**config.mk**
```make
export PLATFORM = sky130hd
export DESIGN_NAME = shadow_chain_collector
export DESIGN_NICKNAME = d
export VERILOG_FILES = /design/src/rtl/shadow_coll_pkg.sv /design/src/rtl/shadow_coll_fifo.sv /design/src/rtl/shadow_chain_collector.sv
export SDC_FILE = /design/constraint.sdc
export NUM_CORES = 1
export LEC_CHECK = 0
export CELL_PAD_IN_SITES_DETAIL_PLACEMENT = 1
export CELL_PAD_IN_SITES_GLOBAL_PLACEMENT = 1
export CORE_MARGIN = 1.5
export CORE_UTILIZATION = 44
export DETAILED_ROUTE_END_ITERATION = 8
export GPL_ROUTABILITY_DRIVEN = 0
export GPL_TIMING_DRIVEN = 0
export PLACE_DENSITY = 0.82
export REMOVE_ABC_BUFFERS = 1
export SKIP_CTS_REPAIR_TIMING = 1
export SLEW_MARGIN = 15
export SYNTH_ARGS = -nofsm -noshare
export SYNTH_HDL_FRONTEND = slang
export SYNTH_SLANG_ARGS = --single-unit
```
**constraint.sdc**
```tcl
create_clock -name sh_clk -period 6.2 [get_ports sh_clk]
set_input_delay 1.24 -clock sh_clk [delete_from_list [all_inputs] [get_ports sh_clk]]
set_output_delay 1.24 -clock sh_clk [all_outputs]
set_load 0.02 [all_outputs]
```
**src/rtl/shadow_coll_pkg.sv**
```systemverilog
// ---------------------------------------------------------------------------
// shadow_coll_pkg
// Shared types and default parameters for the shadow-capture dump collector.
//   sc_state_e  : collector FSM state encoding (SC_TRAIL is only reachable
//                 when SHADOW_COLL_TRAILER_EN is defined)
//   sc_entry_t  : layout of one FIFO entry at the default word width;
//                 the FIFO stores entries as {last, data}
// ---------------------------------------------------------------------------
package shadow_coll_pkg;

  localparam int SC_DEF_WORD_W     = 32;
  localparam int SC_DEF_FIFO_DEPTH = 4;
  localparam int SC_DEF_CNT_W      = 16;

  typedef enum logic [1:0] {
    SC_IDLE  = 2'd0,
    SC_DUMP  = 2'd1,
    SC_FLUSH = 2'd2,
    SC_TRAIL = 2'd3
  } sc_state_e;

  typedef struct packed {
    logic                     last;
    logic [SC_DEF_WORD_W-1:0] data;
  } sc_entry_t;

endpackage

```
**src/rtl/shadow_coll_fifo.sv**
```systemverilog
// ---------------------------------------------------------------------------
// shadow_coll_fifo
// Synchronous FIFO of DEPTH entries, W bits each. Entry MSB is the "last"
// flag. Full/empty come from read/write pointers carrying an extra wrap bit.
// Ports:
//   sh_clk, sh_rst : clock, asynchronous active-high reset (empties FIFO)
//   wr_en, wr_data : write one entry (caller guarantees room or a same-edge pop)
//   rd_en          : pop the head entry (ignored when empty)
//   mark_last      : set the last flag of the most recently written entry
//   rd_data        : head entry
//   full, empty    : occupancy flags
// ---------------------------------------------------------------------------
module shadow_coll_fifo #(
  parameter int W     = 33,
  parameter int DEPTH = 4
) (
  input  logic         sh_clk,
  input  logic         sh_rst,
  input  logic         wr_en,
  input  logic [W-1:0] wr_data,
  input  logic         rd_en,
  input  logic         mark_last,
  output logic [W-1:0] rd_data,
  output logic         full,
  output logic         empty
);

  localparam int PTR_W = $clog2(DEPTH);

  logic [W-1:0]     mem [DEPTH];
  logic [PTR_W:0]   wr_ptr;
  logic [PTR_W:0]   rd_ptr;
  logic [PTR_W-1:0] wr_addr;
  logic [PTR_W-1:0] rd_addr;
  logic [PTR_W-1:0] newest_addr;
  logic             do_rd;

  assign wr_addr     = wr_ptr[PTR_W-1:0];
  assign rd_addr     = rd_ptr[PTR_W-1:0];
  assign newest_addr = wr_addr - PTR_W'(1);

  assign empty   = (wr_ptr == rd_ptr);
  assign full    = (wr_ptr[PTR_W] != rd_ptr[PTR_W]) &&
                   (wr_ptr[PTR_W-1:0] == rd_ptr[PTR_W-1:0]);
  assign do_rd   = rd_en && !empty;
  assign rd_data = mem[rd_addr];

  always_ff @(posedge sh_clk or posedge sh_rst) begin
    if (sh_rst) begin
      wr_ptr <= '0;
      rd_ptr <= '0;
      for (int i = 0; i < DEPTH; i++) begin
        mem[i] <= '0;
      end
    end else begin
      if (wr_en) begin
        mem[wr_addr] <= wr_data;
        wr_ptr       <= wr_ptr + (PTR_W+1)'(1);
      end
      if (do_rd) begin
        rd_ptr <= rd_ptr + (PTR_W+1)'(1);
      end
      // Late last-flag resolution: the dump ended on a word boundary after
      // that word had already been written.
      if (mark_last && !empty) begin
        mem[newest_addr][W-1] <= 1'b1;
      end
    end
  end

endmodule

```
**src/rtl/shadow_chain_collector.sv**
```systemverilog
// ---------------------------------------------------------------------------
// shadow_chain_collector
// Receiving end of the shadow-capture dump chain. A start pulse raises
// dump_en, the bit-serial chain stream is deserialized LSB-first into
// WORD_W-bit words, and words are buffered in a small FIFO drained through
// a valid/ready port. Single clock domain (sh_clk).
//
// Optional feature: define SHADOW_COLL_TRAILER_EN to append a trailer word
// (bit_cnt zero-extended) after every dump; only the trailer then carries
// out_last.
//
// Handshake: out_vld means the FIFO head (out_data/out_last) is valid and
// stays stable until taken; a word is taken on every rising sh_clk edge
// where out_vld and out_rdy are both high. out_vld never depends on out_rdy.
//
// Ports:
//   sh_clk, sh_rst         : clock, asynchronous active-high reset
//   start                  : single-cycle pulse, begins a dump (ignored if busy)
//   busy                   : dump in progress until its final word is pushed
//   dump_en                : level request to the chain head
//   ch_in, ch_in_vld       : serial chain data and its qualifier
//   ch_in_done             : chain finished (may coincide with last valid bit)
//   out_data, out_last     : FIFO head word and its final-word flag
//   out_vld, out_rdy       : output handshake
//   bit_cnt                : bits received in current/last dump (saturating)
//   ovf                    : sticky, a word was dropped on a full FIFO
//   dbg_state              : current FSM state (sc_state_e encoding)
// ---------------------------------------------------------------------------
module shadow_chain_collector
  import shadow_coll_pkg::*;
#(
  parameter int WORD_W     = SC_DEF_WORD_W,
  parameter int FIFO_DEPTH = SC_DEF_FIFO_DEPTH,
  parameter int CNT_W      = SC_DEF_CNT_W
) (
  input  logic              sh_clk,
  input  logic              sh_rst,
  input  logic              start,
  output logic              busy,
  output logic              dump_en,
  input  logic              ch_in,
  input  logic              ch_in_vld,
  input  logic              ch_in_done,
  output logic [WORD_W-1:0] out_data,
  output logic              out_last,
  output logic              out_vld,
  input  logic              out_rdy,
  output logic [CNT_W-1:0]  bit_cnt,
  output logic              ovf,
  output logic [1:0]        dbg_state
);

  localparam int IDX_W = $clog2(WORD_W);
  localparam logic [IDX_W-1:0] IDX_LAST = IDX_W'(WORD_W - 1);
  localparam logic [CNT_W-1:0] CNT_MAX  = '1;

`ifdef SHADOW_COLL_TRAILER_EN
  localparam bit TRAILER_EN = 1'b1;
`else
  localparam bit TRAILER_EN = 1'b0;
`endif

  sc_state_e         state;
  logic [IDX_W-1:0]  idx;
  logic [WORD_W-1:0] shreg;

  logic              push;
  logic [WORD_W-1:0] push_word;
  logic              push_last;
  logic              mark_last;
  logic              fifo_wr;
  logic              fifo_rd;
  logic              fifo_full;
  logic              fifo_empty;
  logic [WORD_W:0]   fifo_head;

  // Push source selection. Data words only carry last when there is no
  // trailer; the trailer word always carries last.
  always_comb begin
    push      = 1'b0;
    push_word = '0;
    push_last = 1'b0;
    mark_last = 1'b0;
    case (state)
      SC_DUMP: begin
        if (ch_in_vld && (idx == IDX_LAST)) begin
          push      = 1'b1;
          push_word = {ch_in, shreg[WORD_W-2:0]};
          push_last = !TRAILER_EN && ch_in_done;
        end else if (!TRAILER_EN && ch_in_done && !ch_in_vld &&
                     (idx == '0) && (bit_cnt != '0)) begin
          // Dump ended exactly on a word boundary one or more cycles after
          // that word was pushed: flag the word already in the FIFO.
          mark_last = 1'b1;
        end
      end
      SC_FLUSH: begin
        // Partial word (upper bits are still zero), or a single all-zero
        // word when the dump delivered no bits at all.
        if ((idx != '0) || (bit_cnt == '0)) begin
          push      = 1'b1;
          push_word = shreg;
          push_last = !TRAILER_EN;
        end
      end
`ifdef SHADOW_COLL_TRAILER_EN
      SC_TRAIL: begin
        push      = 1'b1;
        push_word = WORD_W'(bit_cnt);
        push_last = 1'b1;
      end
`endif
      default: ;
    endcase
  end

  assign fifo_rd = !fifo_empty && out_rdy;
  // A pop on the same edge frees the slot, so a full FIFO still accepts.
  assign fifo_wr = push && (!fifo_full || fifo_rd);

  always_ff @(posedge sh_clk or posedge sh_rst) begin
    if (sh_rst) begin
      state   <= SC_IDLE;
      idx     <= '0;
      shreg   <= '0;
      bit_cnt <= '0;
      ovf     <= 1'b0;
      busy    <= 1'b0;
      dump_en <= 1'b0;
    end else begin
      if (push && !fifo_wr) begin
        ovf <= 1'b1;
      end
      case (state)
        SC_IDLE: begin
          if (start) begin
            state   <= SC_DUMP;
            busy    <= 1'b1;
            dump_en <= 1'b1;
            bit_cnt <= '0;
            ovf     <= 1'b0;
            shreg   <= '0;
            idx     <= '0;
          end
        end
        SC_DUMP: begin
          if (ch_in_vld) begin
            if (bit_cnt != CNT_MAX) begin
              bit_cnt <= bit_cnt + CNT_W'(1);
            end
            if (idx == IDX_LAST) begin
              // Completed word leaves through push_word this edge.
              idx   <= '0;
              shreg <= '0;
            end else begin
              idx        <= idx + IDX_W'(1);
              shreg[idx] <= ch_in;
            end
          end
          if (ch_in_done) begin
            state   <= SC_FLUSH;
            dump_en <= 1'b0;
          end
        end
        SC_FLUSH: begin
`ifdef SHADOW_COLL_TRAILER_EN
          state <= SC_TRAIL;
`else
          state <= SC_IDLE;
          busy  <= 1'b0;
`endif
        end
`ifdef SHADOW_COLL_TRAILER_EN
        SC_TRAIL: begin
          state <= SC_IDLE;
          busy  <= 1'b0;
        end
`endif
        default: begin
          state   <= SC_IDLE;
          busy    <= 1'b0;
          dump_en <= 1'b0;
        end
      endcase
    end
  end

  shadow_coll_fifo #(
    .W     (WORD_W + 1),
    .DEPTH (FIFO_DEPTH)
  ) u_fifo (
    .sh_clk    (sh_clk),
    .sh_rst    (sh_rst),
    .wr_en     (fifo_wr),
    .wr_data   ({push_last, push_word}),
    .rd_en     (fifo_rd),
    .mark_last (mark_last),
    .rd_data   (fifo_head),
    .full      (fifo_full),
    .empty     (fifo_empty)
  );

  assign out_vld   = !fifo_empty;
  assign out_data  = fifo_head[WORD_W-1:0];
  assign out_last  = fifo_head[WORD_W];
  assign dbg_state = state;

endmodule
```
# Word-level counts from Yosys, hierarchy flattened
# Cells that the tools add are included.
[totals] regBits=196 elab_cells=118 in_bits=7 output_inout_bits=55
[classes] bitwise=6 n_reduce_logical=30 mux=46 order_cmp=7 eq_ne=11 addsub=5
[op_table] op="$mux W132" n=2
[op_table] op="$mux W32" n=5
[op_table] op="$bwmux W132" n=1
[op_table] op="$demux W33 S2" n=2
[op_table] op="$mux W33" n=4
[op_table] op="$or A132 B132 Y132" n=1
[op_table] op="$pmux W32 S2" n=2
[op_table] op="$bmux W33 S2" n=1
[op_table] op="$mux W16" n=3
[op_table] op="$bwmux W32" n=1
[op_table] op="$pmux W16 S2" n=1
[op_table] op="$add A16 B1 Y16 const B" n=1
[op_table] op="$logic_not A16 Y1" n=1
[op_table] op="$ne A16 B16 Y1 const B" n=1
[op_table] op="$reduce_bool A16 Y1" n=1
[op_table] op="$mux W5" n=3
[op_table] op="$logic_and A1 B1 Y1" n=13
[op_table] op="$mux W1" n=12
[op_table] op="$pmux W5 S2" n=1
[op_table] op="$ge A3 B3 Y1 const B" n=3
[op_table] op="$not A2 Y3" n=3
[op_table] op="$ne A2 B2 Y1 const B" n=4
[op_table] op="$add A3 B1 Y3 const B" n=2
[op_table] op="$lt A3 B1 Y1 const B" n=2
[op_table] op="25 further kinds" n=35

# Depth between registers and ports, before layout
# Gate-level depths: netlist (run 1).
[logic_depth] word_depth=10 ltp_mapped=10 ltp_nobuf=8

# Modules after synthesis
# From an unflattened synthesis (run 1), not the netlist that was laid out.
[hier_totals] hier_cells=743 hier_area_um2=9713.1
[modules_own_cells] mod="shadow_coll_fifo" instances=1 cells_per_inst=366 seq_area_each_um2=3453.3 area_per_inst_um2=6202.2
[modules_own_cells] mod="shadow_chain_collector" instances=1 cells_per_inst=377 seq_area_each_um2=1451.4 area_per_inst_um2=3510.9

# Worst setup path before layout (run 1)
# Ideal clock, no wire load.
[synth_timing] path_kind="register -> output" start="register u_fifo.rd_ptr[1]" end="output port out_data[10]" required_ps=4960 stages_incl_launch_ff=5 setup_slack_ps=3234 n_path_buf=3 t_arrival_ps=1726 cell_sequence="dfrtp_1 > buf_2 > buf_1 > clkbuf_1 > mux4_2"
[synth_between] elab_chain_len=4
[synth_rtl] element="start, declared" line_no="shadow_coll_fifo.sv:32" source="logic [PTR_W:0] rd_ptr;"
[synth_rtl] element="start signal, assigned" line_no="shadow_coll_fifo.sv:61" source="rd_ptr <= rd_ptr + (PTR_W+1)'(1);"
[synth_rtl] element="$not A2 Y3 (implied by the code)" line_no="shadow_coll_fifo.sv:46" source="assign rd_data = mem[rd_addr];"
[synth_rtl] element="$bmux W33 S2" line_no="shadow_coll_fifo.sv:46"
[synth_rtl] element="$mux W33 (implied by the code) (2 in series)" line_no="shadow_coll_fifo.sv:46"
[synth_rtl] element="end, declared" line_no="shadow_chain_collector.sv:44" source="output logic [WORD_W-1:0] out_data,"
# Every way passes these cells. The select of a mux whose other input is x is not followed.

# Worst setup path in the final report (run 1)
[layout_timing] start="register u_fifo.rd_ptr[0]" end="output port out_vld"
[layout_between] elab_chain_len=2
[layout_rtl] element="$eq A3 B3 Y1" line_no="shadow_coll_fifo.sv:42" source="assign empty = (wr_ptr == rd_ptr);"
[layout_rtl] element="$logic_not A1 Y1" line_no="shadow_chain_collector.sv:203" source="assign out_vld = !fifo_empty;"
[layout_rtl] element="end, declared" line_no="shadow_chain_collector.sv:46" source="output logic out_vld,"
# Every way passes these cells.

==> results.txt, run 1 <==
status -> finished, final reports clean
leak pwr -> 5.02 nW
synth top area cells -> dfrtp_1 (53%), mux2_2 (13%), mux4_2 (8.0%)
Final period util -> 62.0%
most frequent cell after synthesis -> dfrtp_1
CP Capture Type -> output port
final slew viol count -> 0
mapped cell area -> 0.00933 mm2
share of the synthesized area in the top cell type -> 52.6%
clk slew on worst S/H paths -> 0.07 ns
first-pass GRT wire length -> 37500 um
total grt overflow -> 0
DRC -> 0
xor and xnor area share after synthesis -> 1.31%
Max Clk Rate -> 260 MHz
Netlist cell types -> 49
worst slew pin tran -> 0.831 ns
Layout fillers -> 2094
crit-path max FO -> 36
WL per Instance -> 21.9 um
MaxCap Viol Count -> 0
Final WS setup -> 2.36 ns
Setup CP Type -> reg2out
CP required -> 4.96 ns
Post-Route Utilization -> 51.1%
min-delay worst type -> reg2reg
element type at the critical path start -> flop
ant diodes -> 0
initial antenna violation count -> 0
design area -> 0.0107 mm2
Worst EP arrival -> 2.60 ns
worst-skew pair later-pin latency -> 0.43 ns
RSZ-0062 raised after global routing -> false
Tmin final -> 3.84 ns
top cells by count, synth -> dfrtp_1 (196), mux2_2 (107), o21ai_0 (79)
initial core utilization -> 44.7%
H-tree depth -> 4
Layout area overhead -> 14.4%
Clock Path Buffers -> 2
PwrDens -> 341 mW/mm2
via count -> 5966
register area share after synthesis -> 52.6%
post-route setup TNS -> 0 ns
Die X -> 149 um
Die Ht -> 149 um
Final Power -> 3.64 mW
Yosys top cell by area -> dfrtp_1
Synth Area in Adders -> 2.41%
starting DRC count in detailed routing -> 302
Die Area -> 0.0221 mm2
synth warn -> 0
clock root buffer -> clkbuf_16
Avg Cell Area, Syn -> 13.1 um2
pre-CTS WS -> 2.26 ns
CTS buffer count -> 17
Post-Syn Instances -> 710
Rel. slew slack -> 44.4%
placed standard-cell area -> 0.0101 mm2
IO Pins -> 62
Fin. Hold Viols -> 0
clock skew -> 0.00766 ns
main flop type after synthesis -> dfrtp_1
Placement Rows -> 53
Placeable Area -> 0.0209 mm2
vias in the first global route -> 6906
largest family of logic cells by synthesized area -> multiplexers
GRT Total Usage -> 21.9%
peak supply drop -> 254 uV
CTS tree -> done
Synth Area in Compound Gates -> 8.19%
# port buffers -> 61
TritonRoute pass-1 iters -> 4
number of routed nets with antenna violations -> 0
largest net degree at the start of global routing -> 100
final wirelength -> 22700 um
Layout Nets -> 774
simple-gate portion of the synthesized area -> 7.04%
clk sinks -> 196
share of layout cells above drive strength 1 -> 28.2%
synthesized flop and latch total -> 196
multiplexer area fraction after synthesis -> 25.2%
vias per inst -> 5.75
EDFF count, synth -> 0
final setup vio count -> 0
Async SR Flop Fraction -> 100%
DP Wirelength -> 14700 um
## cell families (layout without fill, tap and decap cells)
family          count (synthesis)  after routing
compound gates                141            141
xor+xnor                       14             14
fa+ha+maj                      18             18
buf+inv                        56            108
flops                         196            196
mux                           168            168
simple gates                  117            117
## critical path, cell delays in order (launching register included)
cell,delay (ns)
dfrtp_4,0.88
xor2_1,0.18
or3b_2,0.54
clkdlybuf4s50_1,0.56
## registers in the layout, indices dropped and copies added, names as in the netlist, 2 cells and up
signal         flops
bit_cnt           16
dbg_state          2
idx                5
shreg             32
u_fifo.mem       132
u_fifo.rd_ptr      3
u_fifo.wr_ptr      3
## through the flow
stage,hold WS (ns),cells
global route,0.522,1037
floorplan,0.465,667
CTS,0.508,1037
detailed placement,0.492,1005
global placement,0.481,1003
finish,0.504,1037
## cell usage in the layout, fill, tap and decap left out, drive strengths merged, types with 3 or more instances in the layout
cell / netlist / routed
a211oi: 4 / 4
a21oi: 43 / 43
a31oi: 6 / 6
and2: 6 / 6
and3: 10 / 10
clkbuf: 20 / 24
clkdlybuf4s50: 0 / 61
clkinvlp: 0 / 4
dfrtp: 196 / 196
ha: 18 / 18
inv: 13 / 13
mux2: 131 / 131
mux2i: 4 / 4
mux4: 33 / 33
nand2: 29 / 29
nand2b: 4 / 4
nand3: 7 / 7
nand4: 7 / 7
nor2: 25 / 25
nor3: 5 / 5
nor4: 5 / 5
o21ai: 79 / 79
o31ai: 4 / 4
or2: 3 / 3
xnor2: 12 / 12
## where the power goes
group / total, mW / internal (mW) / switching, mW
sequential: 1.54 / 1.36 / 0.180
clock: 1.09 / 0.626 / 0.466
combinational: 1.01 / 0.404 / 0.601
total: 3.64 / 2.39 / 1.25
## path summary, 6_finish.rpt
| kind | startpoint | to | slack [ns] | cells after the start |
|---|---|---|---|---|
| setup / recovery | u_fifo.rd_ptr[0]$_DFFE_PP0P_ | out_vld | 2.36 | 3 |
| hold / removal | u_fifo.mem[28]$_DFFE_PP0P_ | u_fifo.mem[28]$_DFFE_PP0P_ | 0.50 | 1 |
| setup reg to reg | idx[1]$_DFFE_PP0P_ | u_fifo.mem[84]$_DFFE_PP0P_ | 2.74 | 8 |
| hold reg to reg | u_fifo.mem[28]$_DFFE_PP0P_ | u_fifo.mem[28]$_DFFE_PP0P_ | 0.50 | 1 |
| max in group asynchronous | sh_rst | u_fifo.mem[82]$_DFFE_PP0P_ | 3.95 | 3 |
| min in group asynchronous | sh_rst | u_fifo.wr_ptr[1]$_DFFE_PP0P_ | 1.32 | 2 |
## per-layer routing
metal / vias to the layer above / share of wire [%] / wire [um] / track usage, %
li1: 2657 / - / - / -
met1: 3167 / 41 / 9360 / 26.1
met2: 127 / 54 / 12200 / 40.0
met3: 15 / 3.9 / 891 / 4.79
met4: 0 / 0.84 / 191 / 5.64
met5: - / 0 / 0 / 0
## layout make-up
| type | instances | area (um2) | share of cell area, % |
|---|---|---|---|
| Clock buffer | 24 | 482 | 4.51 |
| Multi-Input combinational cell | 458 | 4120 | 38.6 |
| Clock inverter | 8 | 100 | 0.938 |
| Timing Repair Buffer | 63 | 658 | 6.17 |
| Inverter | 13 | 56.3 | 0.528 |
| Sequential cell | 196 | 4910 | 46.0 |
| Tap cell | 275 | 344 | 3.22 |
No activity file was read; power rests on OpenSTA's default activity.
==> run 2: changes to the inputs <==
- CORE_UTILIZATION: 44 -> 49
- PLACE_DENSITY: 0.82 -> 0.86
- clock period: 6.2 -> 3.9 ns (I/O delays scaled with it)
==> results.txt, run 2 (synthesis results as in run 1) <==
status -> finished, final reports clean
Final period util -> 88.4%
beginning of the worst hold path -> u_fifo.rd_ptr[2]$_DFFE_PP0P_
Die Ht -> 141 um (-5.1%)
final setup vio count -> 0 (unchanged)
crit-path max FO -> 33 (-8.3%)
Layout Nets -> 774 (unchanged)
starting DRC count in detailed routing -> 228 (-25%)
first-pass GRT wire length -> 37500 um (about the same)
element type at the critical path start -> flop
RSZ-0062 raised after global routing -> false
final slew viol count -> 0 (unchanged)
Fin. Hold Viols -> 0 (unchanged)
Setup CP Type -> reg2reg
most frequent cells in the layout -> dfrtp_1 (194), mux2_2 (107), o21ai_0 (79)
Post-Route Utilization -> 56.9% (+5.8 points)
Hold Path Sink -> u_fifo.rd_ptr[2]$_DFFE_PP0P_
total grt overflow -> 0 (unchanged)
Critical R2R Capture -> u_fifo.mem[79]$_DFFE_PP0P_
# port buffers -> 61 (unchanged)
Clock Path Buffers -> 2 (unchanged)
vias in the first global route -> 6998 (+1.3%)
DRC -> 0 (unchanged)
vias per inst -> 6.09 (+5.9%)
Tmin final -> 3.45 ns
ant diodes -> 0 (unchanged)
Worst path slowest cell -> a211oi_4
Die X -> 141 um (-5.1%)
clk slew on worst S/H paths -> 0.07 ns (about the same)
critical path's largest stage delay -> 0.56 ns (-0.32 ns)
clock root buffer -> clkbuf_16
crit path cell chain -> ha_1 > and3_1 > ha_1 > and3_1 > and2b_4 > a211oi_4 > nand2_4 > mux2_4
Final WS setup -> 0.453 ns (-1.90 ns)
min-delay worst type -> reg2reg
via count -> 6061 (+1.6%)
CP Capture Type -> flop
CP required -> 4.22 ns (-0.74 ns)
CTS tree -> done
Reg2Reg Depth -> 8 (unchanged)
cell family contributing the most delay on the critical path -> simple AND/OR/NAND/NOR gates
initial core utilization -> 49.9% (+5.2 points)
post-route setup TNS -> 0 ns (unchanged)
number of routed nets with antenna violations -> 0 (unchanged)
H-tree depth -> 4 (unchanged)
met1 GRT Util -> 28.9% (+2.7 points)
clk sinks -> 196 (unchanged)
WL per Instance -> 22.7 um (+3.7%)
grt met3 use -> 4.69% (-0.098 points)
Rel. slew slack -> 43.8% (-0.59 points)
Reg-to-Reg Start -> idx[1]$_DFFE_PP0P_
Placement Rows -> 50 (-5.7%)
most common cell after layout, fill and taps aside -> dfrtp_1
peak supply drop -> 372 uV (+46%)
share of layout cells above drive strength 1 -> 28.6% (+0.43 points)
pre-CTS WS -> -0.121 ns (-2.38 ns)
Top Registers -> u_fifo.mem: 132 flops, shreg: 32 flops, bit_cnt: 16 flops
CP bufs+invs -> 0 (-1)
GRT Total Usage -> 24.2% (+2.3 points)
PwrDens -> 546 mW/mm2 (+60%)
max FFs per register -> 132 (unchanged)
final wirelength -> 22500 um (-0.55%)
setup slack, reg-to-reg -> 0.45 ns (-2.29 ns)
leak pwr -> 5.04 nW (+0.39%)
MaxCap Viol Count -> 0 (unchanged)
Die Area -> 0.0199 mm2 (-10%)
Biggest register -> u_fifo.mem
Max Clk Rate -> 290 MHz
Layout area overhead -> 14.1%
Worst EP arrival -> 3.76 ns (+1.16 ns)
clock skew -> 0.0100 ns (+0.00234 ns)
IO Pins -> 62 (unchanged)
TritonRoute pass-1 iters -> 4 (unchanged)
layer with the highest usage -> met2
largest net degree at the start of global routing -> 107 (+7.0%)
worst-skew pair later-pin latency -> 0.44 ns (about the same)
worst hold stages -> 1 (unchanged)
CTS buffer count -> 17 (unchanged)
Placeable Area -> 0.0187 mm2 (-10%)
worst slew pin tran -> 0.841 ns (+0.00958 ns)
DP Wirelength -> 14300 um (-2.7%)
initial antenna violation count -> 0 (unchanged)
grt met2 use -> 44.3% (+4.3 points)
==> run 2: power breakdown <==
part           total, mW  switching [mW]  internal, mW
Clock               1.80           0.781          1.01
Sequential          2.43           0.262          2.16
Combinational       1.59           0.949         0.641
Total               5.81            1.99          3.82
==> run 2: how the worst max path moves through the flow <==
stage                                       to                     start  slack (ns)  depth (start not counted)
floorplan               bit_cnt[0]$_DFFE_PP0P_                    sh_rst       -2.22                          1
global placement    u_fifo.mem[78]$_DFFE_PP0P_                    sh_rst       -4.14                          2
detailed placement       shreg[14]$_DFFE_PP0P_                     start       -0.12                          6
CTS                      shreg[25]$_DFFE_PP0P_  dbg_state[1]$_DFFE_PP0P_        0.12                          7
global route        u_fifo.mem[79]$_DFFE_PP0P_        idx[1]$_DFFE_PP0P_        0.27                          8
finish              u_fifo.mem[79]$_DFFE_PP0P_        idx[1]$_DFFE_PP0P_        0.45                          8
==> run 2: worst register-to-register path, delay by kind of cell, from the launching register on <==
kind	cells	cell delay, ns
multiplexers	1	0.46
AND/OR/NAND/NOR	4	1.16
flip-flops	1	0.42
AO/OA/AOI/OAI	1	0.56
adder cells (fa/ha/maj)	2	0.71
==> run 2: layout make-up <==
cell class	count	area [um2]
Fill cell	1828	8070
Multi-Input combinational cell	458	4120
Tap cell	234	293
Inverter	13	56.3
Timing Repair Buffer	63	658
Sequential cell	196	4910
Clock buffer	21	480
Clock inverter	10	120
==> run 2: per-layer routing <==
metal | vias to the layer above | routed length (um)
li1 | 2671 | -
met1 | 3234 | 9160
met2 | 116 | 12200
met3 | 40 | 752
met4 | 0 | 450
met5 | - | 0
==> run 2: through the flow <==
stage,hold WS [ns],power (mW),cells,cell area [um2]
3_5_place_dp,0.485,4.05,964,10000
3_3_place_gp,0.480,3.93,962,9970
5_1_grt,0.519,6.08,995,10600
4_1_cts,0.498,5.85,995,10600
6_report,0.496,5.81,995,10600
2_1_floorplan,0.465,3.47,667,9070
